## src/rtl/fp_mult_pipe.sv

```systemverilog
// fp_mult_pipe -- pipelined floating-point multiplier, round-to-nearest-even.
//
// Word layout {sign, exponent, fraction}, exponent bias 2^(EXP_W-1)-1.
// Denormal operands are treated as signed zero; underflowing results are
// flushed to signed zero.
//
// Ports
//   clk        clock, rising edge
//   rst_n      asynchronous reset, active low
//   in_valid   operand pair presented
//   in_ready   pair accepted this cycle (equals the pipeline advance term)
//   a_operand  multiplicand, W bits
//   b_operand  multiplier, W bits
//   out_valid  result and flags valid
//   out_ready  downstream accepts the result
//   result     product, W bits
//   Exception  an operand has an all-ones exponent (Inf or NaN)
//   Overflow   rounded exponent above the largest finite exponent
//   Underflow  rounded exponent below 1, result flushed to zero
//
// Latency is STAGES cycles, one result per cycle, and a single global stall:
// every stage advances only when the output register is empty or draining.
module fp_mult_pipe #(
  parameter int EXP_W  = 8,
  parameter int MAN_W  = 23,
  parameter int STAGES = 3,
  localparam int W     = 1 + EXP_W + MAN_W
) (
  input  logic         clk,
  input  logic         rst_n,
  input  logic         in_valid,
  output logic         in_ready,
  input  logic [W-1:0] a_operand,
  input  logic [W-1:0] b_operand,
  output logic         out_valid,
  input  logic         out_ready,
  output logic [W-1:0] result,
  output logic         Exception,
  output logic         Overflow,
  output logic         Underflow
);

  localparam int PW = 2 * (MAN_W + 1);  // full significand product width
  localparam int XW = EXP_W + 2;        // signed working exponent width
  localparam int NP = STAGES - 1;       // payload registers ahead of the output register

  localparam logic signed [XW-1:0] BIAS    = XW'(2**(EXP_W-1) - 1);
  localparam logic signed [XW-1:0] EXP_TOP = XW'(2**EXP_W - 1);
  localparam logic signed [XW-1:0] EXP_ONE = XW'(1);

  localparam logic [W-1:0] QNAN = {1'b0, {EXP_W{1'b1}}, 1'b1, {(MAN_W-1){1'b0}}};

  typedef struct packed {
    logic                 sign;
    logic                 exc;   // an operand is Inf or NaN
    logic                 nan;   // exceptional result is the canonical quiet NaN
    logic                 zero;  // an operand is zero or denormal
    logic signed [XW-1:0] exp;   // ea + eb - bias, before normalisation
    logic [PW-1:0]        prod;  // product of significands with hidden bits
  } stage_t;

  // --------------------------------------------------------------------------
  // Operand decode and significand product
  // --------------------------------------------------------------------------
  logic               a_sign, b_sign;
  logic [EXP_W-1:0]   a_exp,  b_exp;
  logic [MAN_W-1:0]   a_frac, b_frac;
  logic               a_top,  b_top;
  logic               a_zero, b_zero;
  logic               a_nan,  b_nan;
  logic               a_inf,  b_inf;
  stage_t             s_in;

  assign {a_sign, a_exp, a_frac} = a_operand;
  assign {b_sign, b_exp, b_frac} = b_operand;

  assign a_top  = &a_exp;
  assign b_top  = &b_exp;
  assign a_zero = ~|a_exp;
  assign b_zero = ~|b_exp;
  assign a_nan  = a_top &  (|a_frac);
  assign b_nan  = b_top &  (|b_frac);
  assign a_inf  = a_top & ~(|a_frac);
  assign b_inf  = b_top & ~(|b_frac);

  always_comb begin
    s_in      = '0;
    s_in.sign = a_sign ^ b_sign;
    s_in.exc  = a_top | b_top;
    s_in.nan  = a_nan | b_nan | (a_inf & b_zero) | (b_inf & a_zero);
    s_in.zero = a_zero | b_zero;
    s_in.exp  = $signed({2'b00, a_exp}) + $signed({2'b00, b_exp}) - BIAS;
    s_in.prod = PW'({1'b1, a_frac}) * PW'({1'b1, b_frac});
  end

  // --------------------------------------------------------------------------
  // Payload pipeline. All arithmetic past the product is fused into the final
  // stage, so the intermediate registers are a pure delay line; STAGES only
  // changes the length of that line.
  // --------------------------------------------------------------------------
  logic   adv;
  logic   v_q [NP];
  stage_t p_q [NP];

  assign adv      = ~out_valid | out_ready;
  assign in_ready = adv;

  always_ff @(posedge clk or negedge rst_n) begin
    if (!rst_n) begin
      for (int unsigned i = 0; i < NP; i++) begin
        v_q[i] <= 1'b0;
        p_q[i] <= '0;
      end
    end else if (adv) begin
      v_q[0] <= in_valid;
      if (in_valid) p_q[0] <= s_in;
      for (int unsigned i = 1; i < NP; i++) begin
        v_q[i] <= v_q[i-1];
        if (v_q[i-1]) p_q[i] <= p_q[i-1];
      end
    end
  end

  // --------------------------------------------------------------------------
  // Normalise, round to nearest even, classify
  // --------------------------------------------------------------------------
  stage_t               s_out;
  logic                 norm_sh;
  logic [PW-1:0]        norm;
  logic [MAN_W-1:0]     frac_t;
  logic                 guard, rnd, sticky, rnd_up;
  logic [MAN_W+1:0]     mant;
  logic [MAN_W-1:0]     frac_r;
  logic signed [XW-1:0] exp_r;
  logic [W-1:0]         res_n;
  logic                 exc_n, ovf_n, unf_n;

  assign s_out = p_q[NP-1];

  always_comb begin
    // Product of two [1,2) significands lies in [1,4); after this shift the
    // hidden bit always sits in the MSB.
    norm_sh = s_out.prod[PW-1];
    norm    = norm_sh ? s_out.prod : (s_out.prod << 1);
    frac_t  = norm[PW-2 -: MAN_W];
    guard   = norm[MAN_W];
    rnd     = norm[MAN_W-1];
    sticky  = |norm[MAN_W-2:0];
    rnd_up  = guard & (rnd | sticky | frac_t[0]);

    // A carry out of the rounded significand means it became exactly 2.0.
    mant    = {1'b0, norm[PW-1], frac_t} + (MAN_W+2)'(rnd_up);
    frac_r  = mant[MAN_W+1] ? mant[MAN_W:1] : mant[MAN_W-1:0];
    exp_r   = s_out.exp + $signed(XW'(norm_sh)) + $signed(XW'(mant[MAN_W+1]));

    res_n   = {s_out.sign, exp_r[EXP_W-1:0], frac_r};
    exc_n   = 1'b0;
    ovf_n   = 1'b0;
    unf_n   = 1'b0;

    if (s_out.exc) begin
      exc_n = 1'b1;
      res_n = s_out.nan ? QNAN : {s_out.sign, {EXP_W{1'b1}}, {MAN_W{1'b0}}};
    end else if (s_out.zero) begin
      res_n = {s_out.sign, {(W-1){1'b0}}};
    end else if (exp_r >= EXP_TOP) begin
      ovf_n = 1'b1;
      res_n = {s_out.sign, {EXP_W{1'b1}}, {MAN_W{1'b0}}};
    end else if (exp_r < EXP_ONE) begin
      unf_n = 1'b1;
      res_n = {s_out.sign, {(W-1){1'b0}}};
    end
  end

  // --------------------------------------------------------------------------
  // Output register
  // --------------------------------------------------------------------------
  always_ff @(posedge clk or negedge rst_n) begin
    if (!rst_n) begin
      out_valid <= 1'b0;
      result    <= '0;
      Exception <= 1'b0;
      Overflow  <= 1'b0;
      Underflow <= 1'b0;
    end else if (adv) begin
      out_valid <= v_q[NP-1];
      if (v_q[NP-1]) begin
        result    <= res_n;
        Exception <= exc_n;
        Overflow  <= ovf_n;
        Underflow <= unf_n;
      end
    end
  end

endmodule

```

## config.mk

```make
export PLATFORM = sky130hd
export DESIGN_NAME = fp_mult_pipe
export DESIGN_NICKNAME = d
export VERILOG_FILES = /design/src/rtl/fp_mult_pipe.sv
export SDC_FILE = /design/constraint.sdc
export NUM_CORES = 2
export LEC_CHECK = 0
export ABC_AREA = 0
export ABC_CLOCK_PERIOD_IN_PS = 10200
export CORE_MARGIN = 8
export CORE_UTILIZATION = 60
export DETAILED_ROUTE_END_ITERATION = 8
export GPL_ROUTABILITY_DRIVEN = 0
export PLACE_DENSITY = 0.83
export REMOVE_ABC_BUFFERS = 1
export SKIP_LAST_GASP = 1
export SLEW_MARGIN = 30
export SYNTH_ARGS = -nofsm -noshare
export SYNTH_HDL_FRONTEND = slang
export SYNTH_SLANG_ARGS = --single-unit
```

## constraint.sdc

```tcl
create_clock -name clk -period 10.2 [get_ports clk]
set_input_delay 1.53 -clock clk [delete_from_list [all_inputs] [get_ports clk]]
set_output_delay 1.53 -clock clk [all_outputs]
set_load 0.05 [all_outputs]
```

# Word-level counts from Yosys, hierarchy flattened
# Index checks and enable logic that the tools add are counted.
dict set report word_totals {
  ff_bits 162
  input_bits 68
  elab_cells 73
}
dict set report op_classes {
  add_sub_neg 5
  mul 1
  order_cmp 2
  n_mux 15
  bitwise 19
  reduce_logical 12
}
# op n
set ops {}
lappend ops {{two-way mux 31 bit} 3}
lappend ops {{two-way mux 32 bit} 2}
lappend ops {{multiplier 24 x 24 -> 48 bit} 1}
lappend ops {{two-way mux 48 bit} 1}
lappend ops {{OR reduction 23 bit} 2}
lappend ops {{adder 24 x 1 -> 25 bit} 1}
lappend ops {{two-way mux 23 bit} 1}
lappend ops {{OR reduction 22 bit} 1}
lappend ops {{adder 10 x 2 -> 10 bit} 2}
lappend ops {{AND reduction 8 bit} 2}
lappend ops {{OR reduction 8 bit} 2}
lappend ops {{greater-or-equal comparator 10 x 9 -> 1 bit (second input constant)} 1}
lappend ops {{less-than comparator 10 x 2 -> 1 bit (second input constant)} 1}
lappend ops {{subtractor 9 x 7 -> 10 bit (second input constant)} 1}
lappend ops {{adder 8 x 8 -> 9 bit} 1}
lappend ops {{two-way mux 1 bit} 8}
lappend ops {{bitwise OR 1 bit} 8}
lappend ops {{AND 1 bit} 7}
lappend ops {{AND reduction 2 bit} 3}
lappend ops {{inverter 1 bit} 3}
lappend ops {{logical NOT 1 bit} 2}
lappend ops {{XOR 1 bit} 1}

# Logic depth before layout (Yosys ltp)
dict set report depth {
  ltp_word 12
  depth_mapped 29
  ltp_nobuf 26
}

# Worst setup path after synthesis
# No wires, ideal clock.
dict set report synth_path {
  path_kind {input -> register}
  startpoint {input port b_operand[3]}
  endpoint {register p_q[105] (netlist bit)}
  arrival_time_ps 7706
  required_time_ps 10071
  setup_slack_ps 2365
  cell_stages 27
  n_path_buf 2
  path_cell_list {clkbuf_1 nand2_1 fa_1 inv_1 fa_1 inv_1 fa_1 inv_1 fa_1 inv_1 fa_1 inv_1 fa_1 inv_1 fa_1 inv_1 ha_1 buf_2 a21oi_1 o211a_1 nand2b_1 or4_1 nand4_1 nand3b_1 a221oi_2 xor2_1 o21ai_1}
}
dict set report synth_between {
  elab_chain_len 1
}
# item line
set synth_rtl {}
lappend synth_rtl {{start, declared} 34} ;# input logic [W-1:0] b_operand,
lappend synth_rtl {{multiplier 24 x 24 -> 48 bit} 93} ;# s_in.prod = PW'({1'b1, a_frac}) * PW'({1'b1, b_frac});
lappend synth_rtl {{end signal, assigned by index} 119} ;# if (v_q[i-1]) p_q[i] <= p_q[i-1];
lappend synth_rtl {{end, declared} 103} ;# stage_t p_q [NP];
# Every way passes these cells.
# A chain may end at the register's enable or synchronous reset.

# Worst setup path after layout
dict set report layout_path {
  startpoint {input port b_operand[5]}
  endpoint {register p_q[104] (netlist bit)}
}
# Same word-level chain as after synthesis.

==> flow_summary.rst <==
.. list-table::
   :header-rows: 1

   * - Metric
     - Value
   * - Total number of yosys warnings
     - 0
   * - Slack of the critical path
     - ~1300 ps
   * - GRT Total Usage
     - ~28%
   * - Hold bufs inserted after CTS
     - 0
   * - Period utilization
     - 87.57%
   * - Drt first pass iters
     - 6
   * - CP most frequent cell
     - sky130_fd_sc_hd__fa_1
   * - Multi-input gate area
     - roughly 20000 um^2
   * - Outcome
     - finished, final reports clean
   * - Post-synth top flop
     - sky130_fd_sc_hd__dfrtp_1
   * - Global Route met1 Usage
     - between 30% and 40%
   * - Area growth from synthesis to layout
     - 8.201%
   * - Average cell area after synthesis
     - 9.158 um^2
   * - Asr flop ratio synth
     - between 90% and 100%
   * - Portion of the post-synthesis area used by sequential elements
     - about 15%
   * - Fin. max-slew vios
     - 0
   * - Count of max-cap constraint violations
     - 0
   * - GR Layer Usage met2
     - about 47%
   * - Worst path buffer plus inverter count
     - 7
   * - Commonest non-fill, non-tap cells in the layout
     - 607 x sky130_fd_sc_hd__inv_1, 484 x sky130_fd_sc_hd__fa_1, 416 x sky130_fd_sc_hd__nand2_1
   * - Filler cells
     - between 3000 and 4000
   * - Type of the most critical hold path
     - register to register
   * - Root buffer cell
     - sky130_fd_sc_hd__clkbuf_16
   * - Vias in the first global route
     - between 20000 and 25000
   * - Post-placement worst setup slack
     - between 900 and 1000 ps
   * - Clock-pin slew of the registers on the worst-case setup and hold paths
     - roughly 60 ps
   * - Post-cts gate resize count
     - 0
   * - Worst Clk Skew
     - about 11 ps
   * - Synth Instances
     - 2942
   * - Largest delay contributor family on the critical path
     - adder cells
   * - Number of antenna violations at the first check in global routing
     - 1
   * - Initial Utilization
     - roughly three fifths
   * - Cell with the biggest individual delay on the critical path
     - sky130_fd_sc_hd__clkdlybuf4s50_1
   * - Fraction of layout cells with a size suffix above 1
     - 6.445%
   * - Unrepaired setup endpoints after global routing
     - false
   * - Area of the mapped netlist
     - ~27000 um^2
   * - DRT Wirelength
     - between 70000 and 80000 um
   * - TritonCTS clock tree
     - done
   * - I/O pin count
     - about 110
   * - Slew Limit Headroom
     - between 20% and 30%
   * - Remaining routing DRC violations
     - 0
   * - Timing-limited maximum frequency
     - ~110 MHz
   * - Post-CTS Repair Setup Buffers
     - 0
   * - Total negative slack for setup checks
     - 0 ps
   * - Detail Placement HPWL
     - 57060 um
   * - Start-to-end type of the worst setup path
     - input port to register
   * - Shortest period the worst path allows
     - between 8000 and 9000 ps
   * - Arrival time at the worst endpoint
     - 9290 ps
   * - Source-to-sink clock delay at the later pin of the worst-skew pair
     - 430 ps
   * - Transition at the pin with the smallest max-transition slack
     - 1045 ps
   * - Pin count of the biggest net entering global routing
     - approximately 110
   * - Sequential cell area
     - roughly 4100 um^2
   * - Horizontal extent of the die
     - approximately 230 um
   * - Met3 Use GR
     - between 5 and 6%
   * - Clock sink count
     - approximately 160
   * - Port bufs
     - between 100 and 150
   * - Via count
     - 20730
   * - Post-detailed-route via-to-cell ratio
     - about 5.8
   * - Highest cell delay on the worst timing path
     - 1000 ps
   * - DIE HEIGHT
     - roughly 230 um
   * - Average detailed-routed wire length per instance
     - around 20 um
   * - Max FO, Critical Path
     - 15
   * - Final Setup Violations
     - 0
   * - Initial DRC Count
     - about 1700
   * - Kind of start point of the critical path
     - input port
   * - Buffer levels on the longest clock path
     - 2
   * - Post-synth EDFFs
     - 0
   * - Core outline area
     - approximately 44000 um^2
   * - First-pass GRT wire length
     - ~120000 um
   * - Number of failing hold endpoints at the final stage
     - 0
   * - Number of routed nets with antenna violations
     - 0
   * - Number of buffers created by CTS
     - 17
   * - Layer carrying the most global-route usage
     - met2
   * - CTS H-Tree Depth
     - 4
   * - GRT Residual Overflow
     - 0
   * - Unique masters post-synth
     - 77
   * - Overall die area
     - between 50000 and 60000 um^2
   * - # rows
     - slightly below 80
   * - Data required time at the worst endpoint
     - roughly 11000 ps
   * - Leading cell type in the layout, fill and taps excluded
     - sky130_fd_sc_hd__inv_1
   * - Element type at the critical path end
     - register
   * - Synthesis-stage register bit count
     - approximately 160
   * - Final net count
     - 3709
## state kept, by name, indices dropped and copies added, names as in the netlist
signal	cells
result	32
v_q	2
out_valid	1
Overflow	1
Exception	1
p_q	123
Underflow	1
norm_sh	1
## stage by stage
step / cell area, um^2 / instances / hold WS (ps) / util (%)
2_1_floorplan: 26340 / 2789 / 434.8 / -
5_1_grt: 29150 / 3571 / 497.2 / 65.77
3_3_place_gp: 28540 / 3538 / 448.8 / 64.39
3_5_place_dp: 28530 / 3538 / 454.0 / 64.37
4_1_cts: 29120 / 3570 / 468.7 / 65.71
6_report: 29150 / 3573 / 468.0 / 65.78
## logic make-up after synthesis
group / count (synthesis) / synth area share, %
muxes: 79 / 3.297
DFF: 162 / 15.05
buffers and inverters: 765 / 10.75
AOI/OAI and AO/OA: 283 / 6.961
adders and majority gates: 675 / 44.83
and+or+nand+nor: 889 / 16.22
xor gates and xnor gates: 89 / 2.893
## path summary, 6_finish.rpt
path / start / endpoint / slack, ps / depth (start not counted)
max in group asynchronous: rst_n / p_q[5] / 7610 / 2
max reg2reg: norm_sh / result[5] / 3470 / 26
min in group asynchronous: rst_n / out_valid / 1180 / 1
min: p_q[84] / p_q[84] / 470 / 2
min reg2reg: p_q[84] / p_q[84] / 470 / 2
max: b_operand[5] / p_q[104] / 1270 / 25
## synthesized netlist by cell type, types with 4 or more instances
master | n | area share [%]
sky130_fd_sc_hd__inv_1 | 607 | 8.5
sky130_fd_sc_hd__fa_1 | 484 | 36
sky130_fd_sc_hd__nand2_1 | 419 | 5.8
sky130_fd_sc_hd__and2_1 | 244 | 5.7
sky130_fd_sc_hd__ha_1 | 191 | 8.9
sky130_fd_sc_hd__dfrtp_1 | 162 | 15
sky130_fd_sc_hd__clkbuf_1 | 133 | 1.9
sky130_fd_sc_hd__o21ai_0 | 86 | 1.6
sky130_fd_sc_hd__nor2_1 | 78 | 1.1
sky130_fd_sc_hd__a21oi_1 | 67 | 1.2
sky130_fd_sc_hd__mux2_2 | 67 | 2.8
sky130_fd_sc_hd__xnor2_1 | 46 | 1.5
sky130_fd_sc_hd__xor2_1 | 43 | 1.4
sky130_fd_sc_hd__a21o_1 | 31 | 0.86
sky130_fd_sc_hd__nand4_1 | 30 | 0.70
sky130_fd_sc_hd__nand3_1 | 29 | 0.54
sky130_fd_sc_hd__nor4_1 | 21 | 0.49
sky130_fd_sc_hd__buf_2 | 14 | 0.26
sky130_fd_sc_hd__a22o_1 | 13 | 0.42
sky130_fd_sc_hd__nor3_1 | 12 | 0.22
sky130_fd_sc_hd__nor2b_1 | 11 | 0.26
sky130_fd_sc_hd__and3_1 | 10 | 0.23
sky130_fd_sc_hd__mux2i_1 | 10 | 0.37
sky130_fd_sc_hd__a211oi_2 | 8 | 0.37
sky130_fd_sc_hd__nand2b_1 | 8 | 0.19
sky130_fd_sc_hd__o211ai_1 | 7 | 0.20
sky130_fd_sc_hd__o21ai_1 | 7 | 0.13
sky130_fd_sc_hd__or4_1 | 7 | 0.20
sky130_fd_sc_hd__a211oi_1 | 6 | 0.17
sky130_fd_sc_hd__o21bai_1 | 6 | 0.17
sky130_fd_sc_hd__o31ai_1 | 6 | 0.17
sky130_fd_sc_hd__a31oi_1 | 5 | 0.12
sky130_fd_sc_hd__and4_1 | 5 | 0.16
sky130_fd_sc_hd__o21a_1 | 5 | 0.14
sky130_fd_sc_hd__buf_1 | 4 | 0.056
sky130_fd_sc_hd__o41ai_1 | 4 | 0.13
## per-layer routing
metal / share of wire (%) / up-vias
met5: 0.015 / -
met4: 4.8 / 2
met3: 9.7 / 286
met2: 48 / 1192
met1: 38 / 10230
li1: - / 9028
## worst register-to-register path: cells and delay by family, from the launching register on
family / cells / cell delay [ps]
AOI/OAI and AO/OA: 5 / 930
xor gates and xnor gates: 1 / 250
adders and majority gates: 4 / 1120
DFF: 1 / 380
buffers and inverters: 3 / 580
and+or+nand+nor: 13 / 3410
## cell type report
cell class                      instances  area share [%]
Timing Repair Buffer                  158           4.983
Antenna cell                            2         0.01717
Clock buffer                           19           1.519
Multi-Input combinational cell       2015           68.64
Tap cell                              592           2.541
Sequential cell                       162           13.91
Clock inverter                         13          0.5150
Inverter                              612           7.880
Power is not shown: default switching activity piles up to over one toggle a cycle in this logic, so the estimate is an artifact.
